--- src/rtl/rf_pkg.sv ---
// rf_pkg: shared defaults, command record and controller state encoding
package rf_pkg;

    localparam int RF_WIDTH = 16;
    localparam int RF_DEPTH = 8;
    localparam int RF_AW    = $clog2(RF_DEPTH);

    typedef struct packed {
        logic                write;
        logic [RF_AW-1:0]    addr;
        logic [RF_WIDTH-1:0] wdata;
    } cmd_t;

    typedef enum logic [2:0] {IDLE, WR, RD, CAP, ERR, RSP} state_t;

endpackage

--- src/rtl/rf_cmd_fifo.sv ---
// rf_cmd_fifo: in-order command queue, no fall-through, extra pointer bit tells full from empty
module rf_cmd_fifo
    import rf_pkg::*;
#(
    parameter int FIFO_DEPTH = 4
) (
    input  logic clk,
    input  logic rst,
    input  logic i_push,
    input  cmd_t i_data,
    input  logic i_pop,
    output cmd_t o_data,
    output logic o_full,
    output logic o_empty
);

    localparam int PW = $clog2(FIFO_DEPTH);

    logic [PW:0] r_wr_ptr;
    logic [PW:0] r_rd_ptr;
    cmd_t        r_mem [FIFO_DEPTH];
    logic        w_push;
    logic        w_pop;

    assign o_empty = r_wr_ptr == r_rd_ptr;
    assign o_full  = (r_wr_ptr[PW] != r_rd_ptr[PW]) && (r_wr_ptr[PW-1:0] == r_rd_ptr[PW-1:0]);
    assign w_push  = i_push && !o_full;
    assign w_pop   = i_pop && !o_empty;
    assign o_data  = r_mem[r_rd_ptr[PW-1:0]];

    // advance pointers on accepted push/pop; reset empties the queue
    always_ff @(posedge clk or negedge rst) begin
        if (!rst) begin
            r_wr_ptr <= '0;
            r_rd_ptr <= '0;
        end else begin
            if (w_push) r_wr_ptr <= r_wr_ptr + 1'b1;
            if (w_pop)  r_rd_ptr <= r_rd_ptr + 1'b1;
        end
    end

    // storage needs no reset, the pointers define what is valid
    always_ff @(posedge clk) begin
        if (w_push) r_mem[r_wr_ptr[PW-1:0]] <= i_data;
    end

endmodule

--- src/rtl/rf_access_ctrl.sv ---
// rf_access_ctrl: queued read/write front-end driving the register file strobes
module rf_access_ctrl
    import rf_pkg::*;
#(
    parameter int WIDTH      = RF_WIDTH,
    parameter int DEPTH      = RF_DEPTH,
    parameter int AW         = $clog2(DEPTH),
    parameter int FIFO_DEPTH = 4
) (
    input  logic             clk,
    input  logic             rst,
    input  logic             cmd_valid,
    output logic             cmd_ready,
    input  logic             cmd_write,
    input  logic [AW-1:0]    cmd_addr,
    input  logic [WIDTH-1:0] cmd_wdata,
    output logic             rsp_valid,
    input  logic             rsp_ready,
    output logic [WIDTH-1:0] rsp_data,
    output logic             rsp_err,
    output logic             rf_wren,
    output logic             rf_rden,
    output logic [AW-1:0]    rf_address,
    output logic [WIDTH-1:0] rf_wrdata,
    input  logic [WIDTH-1:0] rf_rddata,
    output logic             busy
);

    state_t           r_state;
    logic             r_wren;
    logic             r_rden;
    logic [AW-1:0]    r_address;
    logic [WIDTH-1:0] r_wrdata;
    logic             r_rsp_valid;
    logic [WIDTH-1:0] r_rsp_data;
    logic             r_rsp_err;
    cmd_t             w_push_cmd;
    cmd_t             w_head;
    logic             w_full;
    logic             w_empty;
    logic             w_pop;
    logic             w_addr_ok;

    assign w_push_cmd = '{write: cmd_write, addr: cmd_addr, wdata: cmd_wdata};
    assign cmd_ready  = rst && !w_full;
    assign w_pop      = (r_state == IDLE) && !w_empty;
    assign w_addr_ok  = {1'b0, w_head.addr} < (AW+1)'(DEPTH);
    assign busy       = !w_empty || (r_state != IDLE);
    assign rf_wren    = r_wren;
    assign rf_rden    = r_rden;
    assign rf_address = r_address;
    assign rf_wrdata  = r_wrdata;
    assign rsp_valid  = r_rsp_valid;
    assign rsp_data   = r_rsp_data;
    assign rsp_err    = r_rsp_err;

    rf_cmd_fifo #(
        .FIFO_DEPTH(FIFO_DEPTH)
    ) u_fifo (
        .clk    (clk),
        .rst    (rst),
        .i_push (cmd_valid && cmd_ready),
        .i_data (w_push_cmd),
        .i_pop  (w_pop),
        .o_data (w_head),
        .o_full (w_full),
        .o_empty(w_empty)
    );

    // one command at a time: pop, strobe for a single cycle, then return read data
    always_ff @(posedge clk or negedge rst) begin
        if (!rst) begin
            r_state     <= IDLE;
            r_wren      <= 1'b0;
            r_rden      <= 1'b0;
            r_address   <= '0;
            r_wrdata    <= '0;
            r_rsp_valid <= 1'b0;
            r_rsp_data  <= '0;
            r_rsp_err   <= 1'b0;
        end else begin
            case (r_state)
                IDLE: if (!w_empty) begin
                    r_address <= w_head.addr;
                    r_wrdata  <= w_head.wdata;
                    if (!w_addr_ok) begin
                        r_state <= w_head.write ? IDLE : ERR;
                    end else if (w_head.write) begin
                        r_wren  <= 1'b1;
                        r_state <= WR;
                    end else begin
                        r_rden  <= 1'b1;
                        r_state <= RD;
                    end
                end
                WR: begin
                    r_wren  <= 1'b0;
                    r_state <= IDLE;
                end
                RD: begin
                    r_rden  <= 1'b0;
                    r_state <= CAP;
                end
                CAP: begin
                    r_rsp_data  <= rf_rddata;
                    r_rsp_err   <= 1'b0;
                    r_rsp_valid <= 1'b1;
                    r_state     <= RSP;
                end
                ERR: begin
                    r_rsp_data  <= '0;
                    r_rsp_err   <= 1'b1;
                    r_rsp_valid <= 1'b1;
                    r_state     <= RSP;
                end
                RSP: if (rsp_ready) begin
                    r_rsp_valid <= 1'b0;
                    r_state     <= IDLE;
                end
                default: r_state <= IDLE;
            endcase
        end
    end

endmodule

--- config.mk ---
export PLATFORM = sky130hd
export DESIGN_NAME = rf_access_ctrl
export DESIGN_NICKNAME = d
export VERILOG_FILES = /design/src/rtl/rf_pkg.sv /design/src/rtl/rf_cmd_fifo.sv /design/src/rtl/rf_access_ctrl.sv
export SDC_FILE = /design/constraint.sdc
export NUM_CORES = 1
export LEC_CHECK = 0
export ABC_AREA = 1
export BUFFER_PORTS_ARGS = -buffer_cell sky130_fd_sc_hd__buf_2
export CAP_MARGIN = 5
export CORE_MARGIN = 3
export CORE_UTILIZATION = 50
export CTS_CLUSTER_SIZE = 25
export DETAILED_ROUTE_END_ITERATION = 8
export PLACE_DENSITY = 0.77
export SLEW_MARGIN = 10
export SYNTH_ARGS = -nofsm -noshare
export SYNTH_HDL_FRONTEND = slang
export SYNTH_SLANG_ARGS = --single-unit
--- constraint.sdc ---
create_clock -name clk -period 2.5 [get_ports clk]
set_input_delay 0.25 -clock clk [delete_from_list [all_inputs] [get_ports clk]]
set_output_delay 0.25 -clock clk [all_outputs]
set_load 0.05 [all_outputs]
# Word level (Yosys, flattened, before mapping)
# Memories as Yosys holds them, arrays and structs flattened.
# Cells that the tools add are included.
# word_totals
register_bits,48
ram_bits,80
inputBits,40
output_inout_bits,41
elab_cells,63
n_memories,1
# mem_list
memory,depth,width,rd,rd_clocked_by_memory_dff,write_ports,line_no,text
u_fifo.r_mem,4,20,1,0,1,rf_cmd_fifo.sv:21,cmd_t r_mem [FIFO_DEPTH];
# classes
add_sub_neg,2
n_eq_ne,12
muxes,16
n_bitwise,1
reduce_logical,21
# ops
op,count
16-bit one-hot mux with 2 select lines,1
3-bit one-hot mux with 4 select lines,1
1-bit one-hot mux with 2 select lines,4
2-bit nonzero test,4
1-bit two-way mux,7
"3-bit by 1-bit adder with 3-bit output, second input constant",2
"3-bit by 2-bit == test with 1-bit output, second input constant",2
"3-bit == test, second input constant",2
1-bit logical AND,6
3-bit two-way mux,2
"2-bit inequality test, second input constant",3
2-bit AND reduction,3
3-bit AND reduction,2
"3-bit by 1-bit == test with 1-bit output, second input constant",1
3-bit == test,1
3-bit zero test,1
3-bit nonzero test,1
2-bit == test,1
1-bit zero test,2
2-bit two-way mux,1
"2-bit by 1-bit inequality test with 1-bit output, second input constant",1
2-bit OR reduction,1
1-bit logical OR,1
1-bit inequality test,1
1-bit inverter,1

# Longest topological paths before layout
# depth
ltp_word,8
mapped_depth,10
mapped_depth_nobuf,9

# Hierarchy
# From an unflattened synthesis, not the netlist that was laid out.
# hier_totals
cells_unflattened,455
area_unflattened_um2,5151.2
# by_module_without_submodules
mod,n_inst,cells_each,area_per_inst_um2,seq_area_each_um2
rf_cmd_fifo,1,255,3380.7,2552.4
rf_access_ctrl,1,200,1770.4,1051.0

# Least setup slack after synthesis
# Ideal clock, no wire load.
# synth_timing
path_type,reg-to-reg
start,register u_fifo.r_wr_ptr[2]
end,memory u_fifo.r_mem[0][0] in the netlist's numbering (enable)
setup_time_ns,0.397
arrival_time_ns,1.844
required_time_ns,2.103
setup_slack_ns,0.259
path_stages_with_launch,6
n_path_buf,0
period_less_slack_ns,2.241
cell_sequence,dfrtp_1 -> xnor2_1 -> inv_1 -> nand2_1 -> nand3_2 -> nor2_1
# synth_between
elab_chain_cells,8
# synth_rtl
item,line_no,text
from (decl),rf_cmd_fifo.sv:19,logic [PW:0] r_wr_ptr;
from (signal assigned),rf_cmd_fifo.sv:37,if (w_push) r_wr_ptr <= r_wr_ptr + 1'b1;
1-bit inequality test *,rf_cmd_fifo.sv:26,assign o_full = (r_wr_ptr[PW] != r_rd_ptr[PW]) && (r_wr_ptr[PW-1:0] == r_rd_ptr[PW-1:0]);
1-bit logical AND *,rf_cmd_fifo.sv:26,
1-bit zero test *,"rf_cmd_fifo.sv:27, rf_access_ctrl.sv:45",
1-bit logical AND,rf_access_ctrl.sv:45,assign cmd_ready = rst && !w_full;
1-bit logical AND,rf_access_ctrl.sv:62,".i_push (cmd_valid && cmd_ready),"
1-bit logical AND *,rf_cmd_fifo.sv:27,assign w_push = i_push && !o_full;
1-bit two-way mux *,rf_cmd_fifo.sv:44,if (w_push) r_mem[r_wr_ptr[PW-1:0]] <= i_data;
1-bit two-way mux (not written as such) *,rf_cmd_fifo.sv:44,
to (decl),rf_cmd_fifo.sv:21,
# Mark *: on every way between the ends. The rest lies on a longest branch, timed or not.

# Final worst setup path
# layout_timing
start,register u_fifo.r_rd_ptr[0]
end,output busy
# layout_between
elab_chain_cells,3
# layout_rtl
item,line_no,text
from (decl),rf_cmd_fifo.sv:20,logic [PW:0] r_rd_ptr;
from (signal assigned),rf_cmd_fifo.sv:38,if (w_pop) r_rd_ptr <= r_rd_ptr + 1'b1;
3-bit == test,rf_cmd_fifo.sv:25,assign o_empty = r_wr_ptr == r_rd_ptr;
1-bit zero test,rf_access_ctrl.sv:48,assign busy = !w_empty || (r_state != IDLE);
1-bit logical OR,rf_access_ctrl.sv:48,
to (decl),rf_access_ctrl.sv:26,output logic busy
# Every way passes these cells.

==> results_tabular.tex <==
\begin{tabular}{lr}
\hline
Metric & Value \\
\hline
\multicolumn{2}{l}{\textbf{Status}} \\
Outcome & complete, no violations \\
\multicolumn{2}{l}{\textbf{Critical path}} \\
Slowest stage cell on the critical path & sky130\_fd\_sc\_hd\_\_dfrtp\_1 \\
Data required time at the worst endpoint & 2250 ps \\
Worst reg2reg endpoint & u\_fifo.r\_mem[0][3] \\
Most common cell type on the critical path & sky130\_fd\_sc\_hd\_\_nand2\_1 \\
Worst-path fanout max & 11 \\
Critical path arrival & 1910 ps \\
Reg-to-Reg Start & u\_fifo.r\_rd\_ptr[0] \\
Critical path endpoint category & primary output \\
R2R depth & 7 \\
Crit path from & u\_fifo.r\_rd\_ptr[0] \\
Crit path cell chain & inv\_2, nand2\_1, nand2\_1, nor2\_2, nand3\_1, buf\_2 \\
Startpoint kind of the worst setup timing path & flop \\
Worst setup path category & flop to primary output \\
Register-to-register setup slack & 600 ps \\
Delay of the slowest critical-path stage & 560 ps \\
\multicolumn{2}{l}{\textbf{Logic synthesis}} \\
Cell type with the largest total area after synthesis & sky130\_fd\_sc\_hd\_\_edfxtp\_1 \\
Sequential cell area fraction in the yosys report & 71.5\% \\
Post-Synthesis Cell Area & 5040 um\^{}2 \\
Synth Area per Inst & 11.5 um\^{}2 \\
Gate count of the mapped netlist & 437 \\
Share of the synthesized area in the top cell type & 47.7\% \\
Warnings, synthesis & 0 \\
\#FFs+latches synth & 128 \\
Mapped Nets & 482 \\
Most area-consuming cells after synthesis & sky130\_fd\_sc\_hd\_\_edfxtp\_1 48\%, sky130\_fd\_sc\_hd\_\_dfrtp\_1 24\%, sky130\_fd\_sc\_hd\_\_nand2\_1 8.9\%, sky130\_fd\_sc\_hd\_\_o21ai\_0 4.1\%, sky130\_fd\_sc\_hd\_\_nor2\_1 3.1\% \\
Number of different library cells in the post-synthesis netlist & 23 \\
\multicolumn{2}{l}{\textbf{Timing}} \\
Endpoints failing hold & 0 \\
Worst setup skew after layout & 8.31 ps \\
Setup repair after global routing missed its margin & no \\
Final-layout setup total negative slack & 0 ps \\
Rel. slew slack & 57.0\% \\
Share of the cycle needed by the critical path after routing & 86.5\% \\
Min Tclk post-route & 2160 ps \\
Number of failing setup endpoints in the final timing report & 0 \\
Fmax & 462 MHz \\
Max Transition Viols Final & 0 \\
Transition time of the tightest slew-check pin & 644 ps \\
\multicolumn{2}{l}{\textbf{Clocking}} \\
Level count of the clock H-tree & 4 \\
Clock tree root buffer cell & sky130\_fd\_sc\_hd\_\_clkbuf\_8 \\
Clock tree from TritonCTS & built \\
Clock buffers created by TritonCTS & 17 \\
Clock-pin transition on the worst setup and hold timing paths & 60 ps \\
Post-CTS sizing & 0 \\
Clock sink count & 128 \\
Maximum root-to-sink buffer count & 2 \\
Later-pin clock latency in the skew report & 510 ps \\
\multicolumn{2}{l}{\textbf{Cells and area}} \\
Number of filler instances in the final layout & 720 \\
Antenna diodes & 0 \\
Util after Layout & 67.2\% \\
Layout overhead on the synthesized area & 30.3\% \\
Combined flip-flop and latch cell area & 3600 um\^{}2 \\
Most used cells in the layout excluding fill and tap cells & 120 x sky130\_fd\_sc\_hd\_\_nand2\_1, 80 x sky130\_fd\_sc\_hd\_\_buf\_2, 80 x sky130\_fd\_sc\_hd\_\_edfxtp\_1 \\
Number of nets in the final layout & 611 \\
Area taken by multi-input logic gates & 1260 um\^{}2 \\
Most common library cell in the layout ignoring fill and taps & sky130\_fd\_sc\_hd\_\_nand2\_1 \\
Ratio of cells with drive above 1 in the final layout & 24.4\% \\
\multicolumn{2}{l}{\textbf{Hold path}} \\
Worst Hold Endpoint & u\_fifo.r\_wr\_ptr[0] \\
Startpoint of the lowest-slack hold path & cmd\_valid \\
WHS Path Cells & 3 \\
Path type of the worst min-delay path & input pin to flop \\
\multicolumn{2}{l}{\textbf{Detailed routing}} \\
Sum of routed wire length over all layers & 11.1 mm \\
Number of vias after detailed routing & 3,611 \\
DRC marker count from the first detailed-route iteration & 286 \\
Number of iterations in the first detailed-routing pass & 4 \\
WL/cell & 15.6 um \\
Post-route ant nets & 0 \\
DRC & 0 \\
Vias per cell & 5.07 \\
\multicolumn{2}{l}{\textbf{Power}} \\
Pwr/cell area & 1400 nW/um\^{}2 \\
Static leakage & 2.87 nW \\
Worst supply voltage drop on vdd & 0.000767 V \\
\multicolumn{2}{l}{\textbf{Place}} \\
Routability congestion estimate from global placement & 0.800 \\
Count of input and output buffers & 80 \\
Half-perimeter wire length of the detailed placement result & 6.60 mm \\
\multicolumn{2}{l}{\textbf{GRT}} \\
Initial antenna violation count & 0 \\
Via count of the first global-routing pass & 3,786 \\
First-pass GRT wire length & 18.2 mm \\
Pin count of the biggest net entering global routing & 50 \\
Total gr overflow & 0 \\
Global routing usage summed across all routing layers & 20.8\% \\
\multicolumn{2}{l}{\textbf{Floorplanning}} \\
Die W & 106 um \\
Floorplan Core Area & 9770 um\^{}2 \\
Total die area & 11,300 um\^{}2 \\
Height of the die & 106 um \\
Boundary Pins & 81 \\
Initial cell density of the core & 51.5\% \\
Number of placement rows & 36 \\
\multicolumn{2}{l}{\textbf{Job}} \\
Number of max-capacitance violations reported & 0 \\
\hline
\end{tabular}
## report_power, final
part	internal (W)	switching, W	total (W)
sequential	0.00280	0.000287	0.00309
combinational	0.000948	0.00273	0.00368
clock	0.00153	0.000931	0.00246
## worst max-delay path, delay by kind of cell, from the launching register on
family,cells,cell delay [ps]
buf+inv,2,360
simple gates,4,470
flops,1,560
## state kept, by name (all words and copies together) (netlist names)
name and count:
u_fifo.r_rd_ptr 3, r_state 3, rsp_data 16, rf_rden 1
rsp_valid 1, u_fifo.r_wr_ptr 3, u_fifo.r_mem 80, rsp_err 1
rf_wren 1, rf_address 3, rf_wrdata 16
## synthesized netlist by cell type
cell                       instances
sky130_fd_sc_hd__buf_2             6
sky130_fd_sc_hd__buf_4             3
sky130_fd_sc_hd__buf_6             2
sky130_fd_sc_hd__clkbuf_1          8
sky130_fd_sc_hd__dfrtp_1          48
sky130_fd_sc_hd__edfxtp_1         80
sky130_fd_sc_hd__ha_1              5
sky130_fd_sc_hd__inv_1            15
sky130_fd_sc_hd__inv_2             5
sky130_fd_sc_hd__nand2_1         120
sky130_fd_sc_hd__nand2_2           2
sky130_fd_sc_hd__nand2_4           1
sky130_fd_sc_hd__nand3_1          26
sky130_fd_sc_hd__nand3_2           2
sky130_fd_sc_hd__nand4_1           4
sky130_fd_sc_hd__nor2_1           42
sky130_fd_sc_hd__nor2_2            2
sky130_fd_sc_hd__o21ai_0          41
sky130_fd_sc_hd__o21ai_1           1
sky130_fd_sc_hd__o21ai_2           1
sky130_fd_sc_hd__o22ai_1          19
sky130_fd_sc_hd__xnor2_1           3
sky130_fd_sc_hd__xor2_1            1
## through the flow
| stage | hold WS [ps] | power (W) | setup slack, ps | std cells | cell area (um^2) |
|---|---|---|---|---|---|
| floorplan | -45.6 | 0.00588 | 259 | 437 | 5040 |
| detailed placement | 460 | 0.00674 | 623 | 643 | 5600 |
| global route | 20.8 | 0.00977 | 197 | 712 | 6570 |
| CTS | 13.5 | 0.00929 | 322 | 712 | 6570 |
| global placement | 457 | 0.00663 | 719 | 643 | 5600 |
| finish | 33.0 | 0.00923 | 337 | 712 | 6570 |
## final cells by class
cell class / instances / area share, %
inverter: 20 / 1.14
multi-input combinational: 270 / 19.3
clock buffer: 17 / 6.31
tap: 133 / 2.53
sequential: 128 / 54.9
clock inverter: 15 / 2.78
timing repair buffer: 129 / 13.1
## per-layer routing
metal  global-route usage (%)  up-vias  part of all wire (%)
met5                        0        -                     0
met4                     8.88        0                   1.2
met3                     5.40       12                   5.9
met2                     35.0      110                    50
met1                     25.5     1730                    43
li1                         -     1759                     -
## how the worst max path moves through the flow
stage	end
after floorplan	u_fifo.r_mem[0][0]
after global placement	u_fifo.r_mem[0][17]
after detailed placement	u_fifo.r_mem[0][13]
after CTS	busy
after global routing	busy
final	busy
## cells by family after synthesis
family                   share of synthesized area (%)
AO/OA/AOI/OAI                                     6.70
XOR/XNOR                                         0.695
adder cells (fa/ha/maj)                           1.24
AND/OR/NAND/NOR                                   16.3
buffers and inverters                             3.58
flip-flops                                        71.5
## repair_timing
item                      in CTS  in global routing
buffers inserted               0                  0
hold endpoints to repair     144                  0
hold buffers                  37                  0
Power figures use the tool's default switching activity.
